<file path="config.mk">
export PLATFORM = sky130hd
export DESIGN_NAME = bip_core
export DESIGN_NICKNAME = d
export VERILOG_FILES = /design/src/rtl/bip_core.sv
export SDC_FILE = /design/constraint.sdc
export NUM_CORES = 1
export LEC_CHECK = 0
export ABC_AREA = 1
export CAP_MARGIN = 20
export CORE_MARGIN = 2
export CORE_UTILIZATION = 35
export CTS_BUF_LIST = sky130_fd_sc_hd__clkbuf_4 sky130_fd_sc_hd__clkbuf_8
export DETAILED_ROUTE_END_ITERATION = 7
export GPL_TIMING_DRIVEN = 0
export PLACE_DENSITY = 0.56
export SLEW_MARGIN = 25
export SYNTH_ARGS = -nofsm -noshare
export SYNTH_HDL_FRONTEND = slang
export SYNTH_SLANG_ARGS = --single-unit
</file>
<file path="constraint.sdc">
create_clock -name clk -period 4.22 [get_ports clk]
set_input_delay 0.844 -clock clk [delete_from_list [all_inputs] [get_ports clk]]
set_output_delay 0.844 -clock clk [all_outputs]
set_load 0.1 [all_outputs]
</file>
<file path="src/rtl/bip_core.sv">
`default_nettype none
// ============================================================================
//  Module      : bip_core
//  Description : Parametrised BIP accumulator CPU. Fetches from a synchronous
//                program memory and accesses a synchronous data memory.
//                Logic ops, branches, start/halt handshake and a sticky
//                illegal-opcode flag. The optional cycle counter is enabled
//                with the macro BIP_CYCLE_COUNT_EN.
//  Revision    : 1.0 - initial release
// ============================================================================
module bip_core #(
   parameter int ADDR_BITS   = 11,
   parameter int DATA_WIDTH  = 16,
   parameter int OPCODE_BITS = 5,
   parameter int CNT_BITS    = 32
) (
   input  logic                             clk,
   input  logic                             reset,
   input  logic                             start,
   output logic                             busy,
   output logic                             halted,
   output logic [ADDR_BITS-1:0]             addr_program,
   input  logic [OPCODE_BITS+ADDR_BITS-1:0] data,
   output logic                             rd,
   output logic                             wr,
   output logic [ADDR_BITS-1:0]             addr_data,
   input  logic [DATA_WIDTH-1:0]            in_data,
   output logic [DATA_WIDTH-1:0]            out_data,
   output logic [DATA_WIDTH-1:0]            acc,
   output logic                             illegal,
   output logic [CNT_BITS-1:0]              cycle_count
);

   // FSM encoding
   localparam logic [2:0] ST_IDLE   = 3'd0;
   localparam logic [2:0] ST_FETCH  = 3'd1;
   localparam logic [2:0] ST_DECODE = 3'd2;
   localparam logic [2:0] ST_MEMRD  = 3'd3;
   localparam logic [2:0] ST_HALT   = 3'd4;

   // Opcode map
   localparam logic [OPCODE_BITS-1:0] OP_HLT  = OPCODE_BITS'(0);
   localparam logic [OPCODE_BITS-1:0] OP_STO  = OPCODE_BITS'(1);
   localparam logic [OPCODE_BITS-1:0] OP_LD   = OPCODE_BITS'(2);
   localparam logic [OPCODE_BITS-1:0] OP_LDI  = OPCODE_BITS'(3);
   localparam logic [OPCODE_BITS-1:0] OP_ADD  = OPCODE_BITS'(4);
   localparam logic [OPCODE_BITS-1:0] OP_ADDI = OPCODE_BITS'(5);
   localparam logic [OPCODE_BITS-1:0] OP_SUB  = OPCODE_BITS'(6);
   localparam logic [OPCODE_BITS-1:0] OP_SUBI = OPCODE_BITS'(7);
   localparam logic [OPCODE_BITS-1:0] OP_AND  = OPCODE_BITS'(8);
   localparam logic [OPCODE_BITS-1:0] OP_ANDI = OPCODE_BITS'(9);
   localparam logic [OPCODE_BITS-1:0] OP_OR   = OPCODE_BITS'(10);
   localparam logic [OPCODE_BITS-1:0] OP_ORI  = OPCODE_BITS'(11);
   localparam logic [OPCODE_BITS-1:0] OP_XOR  = OPCODE_BITS'(12);
   localparam logic [OPCODE_BITS-1:0] OP_XORI = OPCODE_BITS'(13);
   localparam logic [OPCODE_BITS-1:0] OP_JMP  = OPCODE_BITS'(14);
   localparam logic [OPCODE_BITS-1:0] OP_BEQ  = OPCODE_BITS'(15);
   localparam logic [OPCODE_BITS-1:0] OP_BNE  = OPCODE_BITS'(16);

   // Shared ALU for the memory-operand and immediate forms of each op;
   // the opcode of either form selects the same function.
   function automatic logic [DATA_WIDTH-1:0] alu(
      input logic [OPCODE_BITS-1:0] op,
      input logic [DATA_WIDTH-1:0]  a,
      input logic [DATA_WIDTH-1:0]  b
   );
      case (op)
         OP_LD,  OP_LDI:  alu = b;
         OP_ADD, OP_ADDI: alu = a + b;
         OP_SUB, OP_SUBI: alu = a - b;
         OP_AND, OP_ANDI: alu = a & b;
         OP_OR,  OP_ORI:  alu = a | b;
         OP_XOR, OP_XORI: alu = a ^ b;
         default:         alu = a;
      endcase
   endfunction

   logic [2:0]             state_q, state_d;
   logic [ADDR_BITS-1:0]   pc_q, pc_d;
   logic [DATA_WIDTH-1:0]  acc_q, acc_d;
   logic                   illegal_q, illegal_d;
   logic [OPCODE_BITS-1:0] op_q, op_d;

   logic [OPCODE_BITS-1:0] w_opcode;
   logic [ADDR_BITS-1:0]   w_operand;
   logic [ADDR_BITS-1:0]   w_pc_inc;
   logic [DATA_WIDTH-1:0]  w_imm_sext;
   logic [DATA_WIDTH-1:0]  w_imm_zext;
   logic [DATA_WIDTH-1:0]  w_imm;
   logic                   w_memop;
   logic                   w_is_sto;
   logic                   w_decode;
   logic                   w_busy;
   logic                   w_restart;

   assign w_opcode  = data[OPCODE_BITS+ADDR_BITS-1 -: OPCODE_BITS];
   assign w_operand = data[ADDR_BITS-1:0];
   assign w_pc_inc  = pc_q + ADDR_BITS'(1);   // wraps silently at the top

   // Operand extension; a narrow datapath simply truncates the operand
   generate
      if (DATA_WIDTH > ADDR_BITS) begin : g_imm_ext
         assign w_imm_sext = {{(DATA_WIDTH-ADDR_BITS){w_operand[ADDR_BITS-1]}}, w_operand};
         assign w_imm_zext = {{(DATA_WIDTH-ADDR_BITS){1'b0}}, w_operand};
      end else begin : g_imm_trunc
         assign w_imm_sext = w_operand[DATA_WIDTH-1:0];
         assign w_imm_zext = w_operand[DATA_WIDTH-1:0];
      end
   endgenerate

   // Logical immediates take the zero-extended operand, arithmetic ones the signed
   assign w_imm = ((w_opcode == OP_ANDI) || (w_opcode == OP_ORI) || (w_opcode == OP_XORI))
                  ? w_imm_zext : w_imm_sext;

   assign w_memop  = (w_opcode == OP_LD)  || (w_opcode == OP_ADD) || (w_opcode == OP_SUB) ||
                     (w_opcode == OP_AND) || (w_opcode == OP_OR)  || (w_opcode == OP_XOR);
   assign w_is_sto = (w_opcode == OP_STO);
   assign w_decode = (state_q == ST_DECODE);
   assign w_busy   = (state_q == ST_FETCH) || (state_q == ST_DECODE) || (state_q == ST_MEMRD);
   assign w_restart = ((state_q == ST_IDLE) || (state_q == ST_HALT)) && start;

   // Memory strobes are combinational in DECODE so the synchronous memories
   // capture address/data on the edge that ends DECODE. Reset gates them so
   // nothing lands on a reset edge.
   assign rd           = w_decode && w_memop && !reset;
   assign wr           = w_decode && w_is_sto && !reset;
   assign addr_data    = (w_decode && (w_memop || w_is_sto)) ? w_operand : '0;
   assign addr_program = pc_q;
   assign out_data     = acc_q;
   assign acc          = acc_q;
   assign illegal      = illegal_q;
   assign busy         = w_busy;
   assign halted       = (state_q == ST_HALT);

   // Next-state, pc and accumulator update
   always_comb begin
      state_d   = state_q;
      pc_d      = pc_q;
      acc_d     = acc_q;
      illegal_d = illegal_q;
      op_d      = op_q;
      case (state_q)
         ST_IDLE, ST_HALT: begin
            if (start) begin
               state_d   = ST_FETCH;
               pc_d      = '0;
               acc_d     = '0;
               illegal_d = 1'b0;
            end
         end
         ST_FETCH: begin
            state_d = ST_DECODE;
         end
         ST_DECODE: begin
            op_d    = w_opcode;
            state_d = ST_FETCH;
            pc_d    = w_pc_inc;
            case (w_opcode)
               OP_HLT: begin
                  state_d = ST_HALT;
                  pc_d    = pc_q;
               end
               OP_STO: ;
               OP_LD, OP_ADD, OP_SUB, OP_AND, OP_OR, OP_XOR: begin
                  state_d = ST_MEMRD;
                  pc_d    = pc_q;
               end
               OP_LDI, OP_ADDI, OP_SUBI, OP_ANDI, OP_ORI, OP_XORI: begin
                  acc_d = alu(w_opcode, acc_q, w_imm);
               end
               OP_JMP: pc_d = w_operand;
               OP_BEQ: if (acc_q == '0) pc_d = w_operand;
               OP_BNE: if (acc_q != '0) pc_d = w_operand;
               default: illegal_d = 1'b1;   // executes as NOP
            endcase
         end
         ST_MEMRD: begin
            acc_d   = alu(op_q, acc_q, in_data);
            pc_d    = w_pc_inc;
            state_d = ST_FETCH;
         end
         default: state_d = ST_IDLE;
      endcase
   end

   // Architectural state registers
   always_ff @(posedge clk) begin
      if (reset) begin
         state_q   <= ST_IDLE;
         pc_q      <= '0;
         acc_q     <= '0;
         illegal_q <= 1'b0;
         op_q      <= '0;
      end else begin
         state_q   <= state_d;
         pc_q      <= pc_d;
         acc_q     <= acc_d;
         illegal_q <= illegal_d;
         op_q      <= op_d;
      end
   end

`ifdef BIP_CYCLE_COUNT_EN
   logic [CNT_BITS-1:0] cnt_q;

   // Saturating count of busy cycles, cleared when a run starts
   always_ff @(posedge clk) begin
      if (reset || w_restart) begin
         cnt_q <= '0;
      end else if (w_busy && !(&cnt_q)) begin
         cnt_q <= cnt_q + CNT_BITS'(1);
      end
   end

   assign cycle_count = cnt_q;
`else
   assign cycle_count = '0;
`endif

endmodule
`default_nettype wire

</file>
==> results.cfg, run 1 <==
[critical_path]
r2r_start = op_q[4]$_SDFFE_PP0P_
crit_path_cell_trace = clkdlybuf4s50_1 > inv_2 > nand2_1 > nor2_2 > inv_1 > o2111ai_2 > nor2_2 > nand2_1 > nand2_1 > clkbuf_2 > nor2_1 > buf_4
worst_r2r_endpoint = acc[12]$_SDFFE_PP0P_
critPathKind = input port to primary output
crit_path_top_delay_cell = clkdlybuf4s50_1
r2r_cells = 21
critPathRequiredTime_ns = 3.38
cp_max_fo = 10
rrSetupSlack_ns = 0.64
timing.critical_path.from = data[13]
cp_common_cell = nand2_1
startpoint_type = input port
end_kind = primary output
critPathMaxStageDelay_ns = 0.58
worstPathArrival_ns = 3.23

[die]
rows = 51
fp.coreArea_um2 = 19500
die_area_um2 = 21000
die_x_um = 145
io_pins = 126
start_util_pct = 35.7
die_y_um = 145

[sta]
max_freq_mhz = 246
relSlewSlack_pct = 34.4
post-route-period-util_pct = 96.5
fin_tns_setup_ns = 0
setup_viol = 0
skew_ns = 0.0147
min_period_ns = 4.07
rsz0062_at_grt = false
hold_viol = 0
fin_ws_ns = 0.149
finalMaxSlewViolations = 0
worst_pin_slew_ns = 0.980

[grt]
antenna_found_initial = 0
grt_max_degree = 12
grt_use_total_pct = 23.3
gr-total-overflow = 0
grt_pass1_wl_um = 37700
grt_pass1_vias = 6863

[cts]
cts.clk_slew.worst_paths_ns = 0.08
cts.sinks = 35
clk_latency_ns = 0.33
cts-buffers-inserted = 5
cts_tree = yes
clk_path_buf_depth = 2
cts_root_buf = clkbuf_8
h-tree-depth = 2
post_cts_buffers = 0

[power_and_ir_drop]
pwr_density_cell_nw_per_um2 = 156
p_switching_uw = 618
leakagePower_nw = 4.18
max-vdd-ir-drop_uv = 117
swShare_pct = 47.3
p_seq_share_pct = 26.3
power_mw = 1.31
clkPwrFrac_pct = 24.3
p_int_uw = 689
p_comb_share_pct = 49.4

[min_path]
min_to = illegal$_SDFFE_PP0P_
holdCritStartpoint = illegal$_SDFFE_PP0P_
hold_path.class = register to register
hold_depth = 1

[route]
drc = 0
final_antenna_net_count = 0
post_drt_wl_per_cell_um = 15.7
drt_iter0_markers = 560
routed_wl_um = 24200
vias_per_cell = 5.00
first_pass_iters = 6
vias = 7725

[layout]
n_antenna_cell = 0
syn_to_final_growth_pct = 20.8
nNetsFinal = 1413
drive_gt1_share_pct = 9.93
final_area_um2 = 8390
stdcell_count = 1544

[synthesis]
ys_warn_count = 0
syn_inst = 1151
ys_types = 55
synth.cell_area_um2 = 6940
synth_seq_cells = 35
syn_area_per_cell_um2 = 6.03
ys_seq_area_share_pct = 10.1

[place]
dpl.hpwl_um = 20000
placed_cells = 1537
place_area_um2 = 8290
gp_congestion = 0.905
portBuffers = 90
pre_cts_ws_ns = -0.750

[status]
outcome = complete, no violations

[job]
drv_cap = 0
-- layout by cell type, fill, tap and decap left out, types with 7 or more instances in the layout --
| cell | Yosys | final |
|---|---|---|
| xor2_1 | 29 | 29 |
| nor2_2 | 6 | 7 |
| nor3_1 | 13 | 12 |
| clkbuf_1 | 16 | 15 |
| clkbuf_4 | 0 | 9 |
| nand3_1 | 84 | 84 |
| a211oi_1 | 16 | 16 |
| buf_4 | 52 | 53 |
| nor2_1 | 97 | 96 |
| nand4_1 | 10 | 10 |
| nand2_1 | 289 | 289 |
| o21ai_0 | 93 | 92 |
| clkdlybuf4s50_1 | 0 | 77 |
| conb_1 | 1 | 32 |
| dfxtp_1 | 35 | 35 |
| o211ai_1 | 8 | 8 |
| a21oi_1 | 69 | 68 |
| ha_1 | 97 | 96 |
| inv_1 | 148 | 148 |
| inv_2 | 9 | 9 |
-- power groups by stage --
stage / logic [mW] / registers (mW) / clock network, mW
after detailed placement: 0.640 / 0.351 / 0
after global placement: 0.638 / 0.351 / 0
final: 0.645 / 0.343 / 0.318
after floorplan: 0.468 / 0.363 / 0
after CTS: 0.641 / 0.344 / 0.332
after global routing: 0.710 / 0.345 / 0.342
-- worst max-delay path: cells and delay by family --
family | cells | cell delay, ns
AOI/OAI and AO/OA | 1 | 0.21
buffers and inverters | 5 | 1.40
and+or+nand+nor | 6 | 0.75
-- worst max-delay path by stage --
stage | end | slack (ns) | cells after the start
2_1_floorplan | wr | 0.04 | 4
3_3_place_gp | addr_data[8] | -0.76 | 12
3_5_place_dp | addr_data[8] | -0.75 | 12
4_1_cts | addr_data[9] | 0.001 | 12
5_1_grt | acc[15]$_SDFFE_PP0P_ | 0.02 | 24
6_report | addr_data[8] | 0.15 | 12
-- per-stage QoR --
stage | hold WS (ns) | utilization [%]
after global placement | 0.464 | 42.6
after global routing | 0.510 | 43.1
final | 0.485 | 43.1
after floorplan | 0.486 | -
after detailed placement | 0.458 | 42.6
after CTS | 0.491 | 42.9
-- flip-flops by register name, indices dropped and copies added, names as in the netlist --
name / count
op_q: 4
addr_program: 11
illegal: 1
acc: 16
state_q: 3
-- per-layer routing --
metal | part of all wire (%) | track usage [%] | up-vias
met2 | 45 | 38.0 | 240
met1 | 48 | 33.2 | 3515
met3 | 5.9 | 3.46 | 18
met5 | 0 | 0 | -
li1 | - | - | 3952
met4 | 0.86 | 3.53 | 0
-- repair_timing --
item / 4_1_cts / 5_1_grt
hold buffers: 0 / 0
gates cloned: 0 / 0
resized for setup: 54 / 20
endpoints found under the setup margin: 12 / 16
-- synth_stat cells (all sizes together) --
cell type / n / area share [%]
nand2: 292 / 16
inv: 159 / 8.7
nor2: 107 / 6.6
ha: 97 / 17
o21ai: 95 / 6.8
nand3: 87 / 6.6
a21oi: 71 / 5.2
buf: 63 / 6.9
dfxtp: 35 / 10
xor2: 29 / 3.7
a211oi: 16 / 1.7
clkbuf: 16 / 0.87
nor3: 15 / 1.3
nand4: 12 / 1.4
o211ai: 8 / 0.87
o22ai: 7 / 0.72
nand3b: 6 / 0.65
o21bai: 5 / 0.54
a31oi: 4 / 0.58
o2111ai: 4 / 0.59
or2: 4 / 0.36
xnor2: 3 / 0.38
a21o: 2 / 0.22
a311oi: 2 / 0.25
fa: 2 / 0.58
a221oi: 1 / 0.13
a22oi: 1 / 0.11
a41oi: 1 / 0.13
and2: 1 / 0.090
and3: 1 / 0.090
conb: 1 / 0.054
nand2b: 1 / 0.090
nor4: 1 / 0.090
o21a: 1 / 0.11
o31ai: 1 / 0.11
-- area by class of cell --
cell class | instances | area [um2]
fill | 2137 | 11100
multi-input combinational | 909 | 5230
timing repair buffer | 90 | 875
sequential | 35 | 701
inverter | 159 | 602
buffer | 79 | 538
tap | 265 | 332
clock buffer | 5 | 68.8
clock inverter | 2 | 37.5
-- kinds of logic (layout without fill, tap and decap cells) --
family,Yosys count,after routing,synth area share [%]
xor gates and xnor gates,32,32,4.04
DFF,35,35,10.1
other,1,32,0.0540
and+or+nand+nor,527,527,33.2
buffers and inverters,238,335,16.4
AOI/OAI and AO/OA,219,219,18.2
adders and majority gates,99,99,18.1
No activity file was read; power rests on OpenSTA's default activity.
==> inputs of run 2 (changes only) <==
--- a/config.mk
+++ b/config.mk
@@ -17,3 +17,4 @@
 export SYNTH_ARGS = -nofsm -noshare
 export SYNTH_HDL_FRONTEND = slang
 export SYNTH_SLANG_ARGS = --single-unit
+export TNS_END_PERCENT = 20
==> run 2 against run 1 <==
Against the previous run: via count is 0.13% higher; non-clock buffer count did not move; final cell count unchanged; critical path type unchanged; critical endpoint unchanged.
==> results.cfg, run 2 (synthesis gave the netlist of run 1 again) <==
[cts]
clk_latency_ns = 0.33
cts.sinks = 35
cts_tree = yes
post_cts_buffers = 0
h-tree-depth = 2
cts-buffers-inserted = 5
cts.clk_slew.worst_paths_ns = 0.08
cts_root_buf = clkbuf_8
ctsHoldBuffers = 0
clk_path_buf_depth = 2

[critical_path]
r2r_start = op_q[4]$_SDFFE_PP0P_
end_kind = primary output
critPathKind = input port to primary output
r2r_cells = 21
startpoint_type = input port
worstPathArrival_ns = 3.28
rrSetupSlack_ns = 0.65
critical_path.endpoint = addr_data[8]
cp_max_fo = 10
timing.critical_path.from = data[13]
worst_r2r_endpoint = acc[12]$_SDFFE_PP0P_
critPathRequiredTime_ns = 3.38

[layout]
nNetsFinal = 1413
multi_input_area_um2 = 5230
final_area_um2 = 8390
fillCellCount = 2137
syn_to_final_growth_pct = 20.8
finish.utilization_pct = 43.1
n_antenna_cell = 0
final_cell_mix = nand2_1, inv_1, nor2_1, ha_1, o21ai_0
register_area_um2 = 701
final_common_cell = nand2_1
drive_gt1_share_pct = 9.93
stdcell_count = 1544
largest_reg_flops = 16

[grt]
grt_pass1_wl_um = 37700
grt_use_total_pct = 23.3
antenna_found_initial = 0
gr-total-overflow = 0
grt_pass1_vias = 6863
grt_max_degree = 12

[route]
drt_iter0_markers = 560
vias_per_cell = 5.01
final_antenna_net_count = 0
vias = 7735
routed_wl_um = 24300
drc = 0
first_pass_iters = 8
post_drt_wl_per_cell_um = 15.7

[sta]
worst_pin_slew_ns = 0.980
fin_ws_ns = 0.100
finalMaxSlewViolations = 0
max_freq_mhz = 243
setup_viol = 0
relSlewSlack_pct = 34.4
hold_viol = 0
fin_tns_setup_ns = 0
rsz0062_at_grt = true
post-route-period-util_pct = 97.6
skew_ns = 0.0150
min_period_ns = 4.12
fin_hold_ws_ns = 0.485

[die]
die_x_um = 145
io_pins = 126
start_util_pct = 35.7
die_y_um = 145
die_area_um2 = 21000
rows = 51
fp.coreArea_um2 = 19500

[place]
dpl.hpwl_um = 20000
portBuffers = 90
gp_congestion = 0.905
pre_cts_ws_ns = -0.750
place_area_um2 = 8290
placed_cells = 1537

[min_path]
hold_path.class = register to register

[power_and_ir_drop]
power_mw = 1.31
p_seq_share_pct = 26.3
p_switching_uw = 618
p_int_uw = 689
leakagePower_nw = 4.18
pwr_density_cell_nw_per_um2 = 156
p_comb_share_pct = 49.4
max-vdd-ir-drop_uv = 117
clkPwrFrac_pct = 24.3
swShare_pct = 47.3

[status]
outcome = complete, no violations

[job]
drv_cap = 0
-- run 2: cell count changes in the layout (fill, tap and decap cells not counted) --
| cell | change |
|---|---|
| buf_4 | -1 |
| clkbuf_4 | +1 |
-- run 2: layout make-up --
| cell class | count | area share (%) |
|---|---|---|
| buffer | 79 | 6.42 |
| clock buffer | 5 | 0.821 |
| clock inverter | 2 | 0.448 |
| inverter | 159 | 7.18 |
| multi-input combinational | 909 | 62.4 |
| sequential | 35 | 8.36 |
| tap | 265 | 3.95 |
| timing repair buffer | 90 | 10.4 |
-- run 2: routing by layer --
metal | part of all wire (%) | GRT usage [%] | vias to the layer above
li1 | - | - | 3951
met2 | 45 | 38.0 | 244
met3 | 6.2 | 3.46 | 25
met4 | 1.1 | 3.53 | 0
met1 | 47 | 33.2 | 3515
met5 | 0 | 0 | -
-- run 2: worst min-delay path by stage --
| stage | slack (ns) | cells past startpoint | endpoint | start |
|---|---|---|---|---|
| 6_report | 0.48 | 1 | illegal$_SDFFE_PP0P_ | illegal$_SDFFE_PP0P_ |
| 5_1_grt | 0.51 | 1 | illegal$_SDFFE_PP0P_ | illegal$_SDFFE_PP0P_ |
| 4_1_cts | 0.49 | 1 | illegal$_SDFFE_PP0P_ | illegal$_SDFFE_PP0P_ |
| 3_5_place_dp | 0.46 | 1 | illegal$_SDFFE_PP0P_ | illegal$_SDFFE_PP0P_ |
| 3_3_place_gp | 0.46 | 1 | illegal$_SDFFE_PP0P_ | illegal$_SDFFE_PP0P_ |
| 2_1_floorplan | 0.49 | 1 | state_q[0]$_SDFFE_PP0P_ | state_q[1]$_SDFFE_PP0P_ |
-- run 2: power groups by stage --
stage	clock [mW]	combinational, mW	sequential [mW]
3_3_place_gp	0	0.638	0.351
5_1_grt	0.342	0.710	0.345
3_5_place_dp	0	0.640	0.351
4_1_cts	0.332	0.641	0.344
2_1_floorplan	0	0.468	0.363
6_report	0.318	0.646	0.343
-- run 2: critical path, stage by stage --
cell	delay [ns]
clkdlybuf4s50_1	0.58
inv_2	0.17
nand2_1	0.07
nor2_2	0.21
inv_1	0.08
o2111ai_2	0.21
nor2_2	0.07
nand2_1	0.07
nand2_1	0.14
clkbuf_2	0.26
nor2_1	0.20
clkbuf_4	0.36
-- run 2: repair_timing --
| item | 4_1_cts | 5_1_grt |
|---|---|---|
| pin swaps | 0 | 0 |
| resized for setup | 54 | 19 |
| endpoints found under the setup margin | 12 | 16 |
==> inputs of run 3 (changes only) <==
--- a/config.mk
+++ b/config.mk
@@ -7,12 +7,14 @@
 export LEC_CHECK = 0
 export ABC_AREA = 1
 export CAP_MARGIN = 20
+export CELL_PAD_IN_SITES_DETAIL_PLACEMENT = 1
+export CELL_PAD_IN_SITES_GLOBAL_PLACEMENT = 2
 export CORE_MARGIN = 2
-export CORE_UTILIZATION = 35
+export CORE_UTILIZATION = 29
 export CTS_BUF_LIST = sky130_fd_sc_hd__clkbuf_4 sky130_fd_sc_hd__clkbuf_8
 export DETAILED_ROUTE_END_ITERATION = 7
 export GPL_TIMING_DRIVEN = 0
-export PLACE_DENSITY = 0.56
+export PLACE_DENSITY = 0.83
 export SLEW_MARGIN = 25
 export SYNTH_ARGS = -nofsm -noshare
 export SYNTH_HDL_FRONTEND = slang
==> constraint.sdc (replaced) <==
create_clock -name clk -period 4.1 [get_ports clk]
set_input_delay 0.82 -clock clk [delete_from_list [all_inputs] [get_ports clk]]
set_output_delay 0.82 -clock clk [all_outputs]
set_load 0.1 [all_outputs]
==> run 3 against run 2 <==
Against the previous run: combinational power increased by 5.4%; first-iteration DRC count down 47%; sequential cell count unchanged; sequential share of layout area shrank 0.088 points; power is 1.6% higher; register-to-register slack worse by 0.06 ns; critical endpoint is now addr_data[1].
==> results.cfg, run 3 (synthesis gave the netlist of run 1 again) <==
[sta]
relSlewSlack_pct = 34.7
max_freq_mhz = 257
rsz0062_at_grt = false
min_period_ns = 3.89
setup_viol = 0
worst_pin_slew_ns = 0.977
skew_ns = 0.0171
fin_hold_ws_ns = 0.497
post-route-period-util_pct = 95.0
fin_ws_ns = 0.207
hold_viol = 0
fin_tns_setup_ns = 0
finalMaxSlewViolations = 0

[layout]
nNetsFinal = 1414
fillCellCount = 3154
final_common_cell = nand2_1
n_antenna_cell = 0
syn_to_final_growth_pct = 22.1
finish.utilization_pct = 36.1
final_cell_mix = nand2_1, inv_1, ha_1, nor2_1, o21ai_0
final_area_um2 = 8470
largest_reg_flops = 16
stdcell_count = 1600
drive_gt1_share_pct = 10.7

[critical_path]
critPathRequiredTime_ns = 3.28
cp_max_fo = 10
end_kind = primary output
critPathKind = input port to primary output
startpoint_type = input port
worstPathArrival_ns = 3.07

[cts]
ctsHoldBuffers = 0
clk_path_buf_depth = 2
cts-buffers-inserted = 5
cts.clk_slew.worst_paths_ns = 0.09
cts_root_buf = clkbuf_8
cts_tree = yes
clk_latency_ns = 0.32
h-tree-depth = 2
cts.sinks = 35

[route]
final_antenna_net_count = 0
drt_iter0_markers = 295
drc = 0
post_drt_wl_per_cell_um = 17.2
vias = 7820
routed_wl_um = 27500
vias_per_cell = 4.89
first_pass_iters = 4

[power_and_ir_drop]
pwr_density_cell_nw_per_um2 = 157
leakagePower_nw = 4.23
max-vdd-ir-drop_uv = 119
power_mw = 1.33

[die]
rows = 56
die_x_um = 159
die_area_um2 = 25200
die_y_um = 159
fp.coreArea_um2 = 23500
io_pins = 126
start_util_pct = 29.6

[place]
portBuffers = 90
pre_cts_ws_ns = -0.879
dpl.hpwl_um = 23200
place_area_um2 = 8360
gp_congestion = 0.868
placed_cells = 1591

[status]
outcome = complete, no violations

[grt]
grt_use_total_pct = 21.6
antenna_found_initial = 0
gr-total-overflow = 0
grt_pass1_vias = 7826
grt_pass1_wl_um = 43200
grt_max_degree = 13

[job]
drv_cap = 0

[min_path]
hold_path.class = register to register
run 3: layout make-up:
class                           instances  area, um2  area share [%]
Clock inverter                          2       16.3           0.192
Clock buffer                            6       82.6           0.974
Tap cell                              319        399            4.71
Multi-Input combinational cell        909       5260            62.0
Buffer                                 79        539            6.36
Inverter                              159        602            7.10
Sequential cell                        35        701            8.27
Timing Repair Buffer                   91        878            10.4
run 3: final timing paths:
kind / startpoint / to / slack (ns) / cells past startpoint
setup / recovery: data[13] / addr_data[1] / 0.21 / 12
hold / removal: illegal$_SDFFE_PP0P_ / illegal$_SDFFE_PP0P_ / 0.50 / 1
setup reg to reg: op_q[2]$_SDFFE_PP0P_ / acc[15]$_SDFFE_PP0P_ / 0.59 / 22
hold reg to reg: illegal$_SDFFE_PP0P_ / illegal$_SDFFE_PP0P_ / 0.50 / 1
run 3: what timing repair did:
item | 4_1_cts | 5_1_grt
gates cloned | 0 | 0
pin swaps | 0 | 1
setup endpoints to repair | 13 | 18
gates resized for setup | 58 | 20
buffers inserted | 0 | 1
run 3: critical path, cell delays in order:
cell and delay [ns]:
dlygate4sd2_1 0.35, inv_2 0.14, nand2_1 0.08, nor2_2 0.21, inv_1 0.09, o2111ai_2 0.22, nor2_2 0.07, nand2_1 0.09
nand2_1 0.12, clkbuf_2 0.24, nor2_1 0.19, buf_2 0.46
run 3: layer usage:
layer	track usage [%]	up-vias	part of all wire (%)
met5	0	-	0
met1	29.1	3679	47
met4	4.92	0	1.8
met3	2.27	34	4.0
met2	37.0	162	47
li1	-	3945	-
run 3: where the power goes:
part / switching [mW] / internal (mW) / total (mW)
Sequential: 0.00796 / 0.346 / 0.354
Combinational: 0.494 / 0.186 / 0.681
Clock: 0.155 / 0.137 / 0.293
Total: 0.658 / 0.669 / 1.33
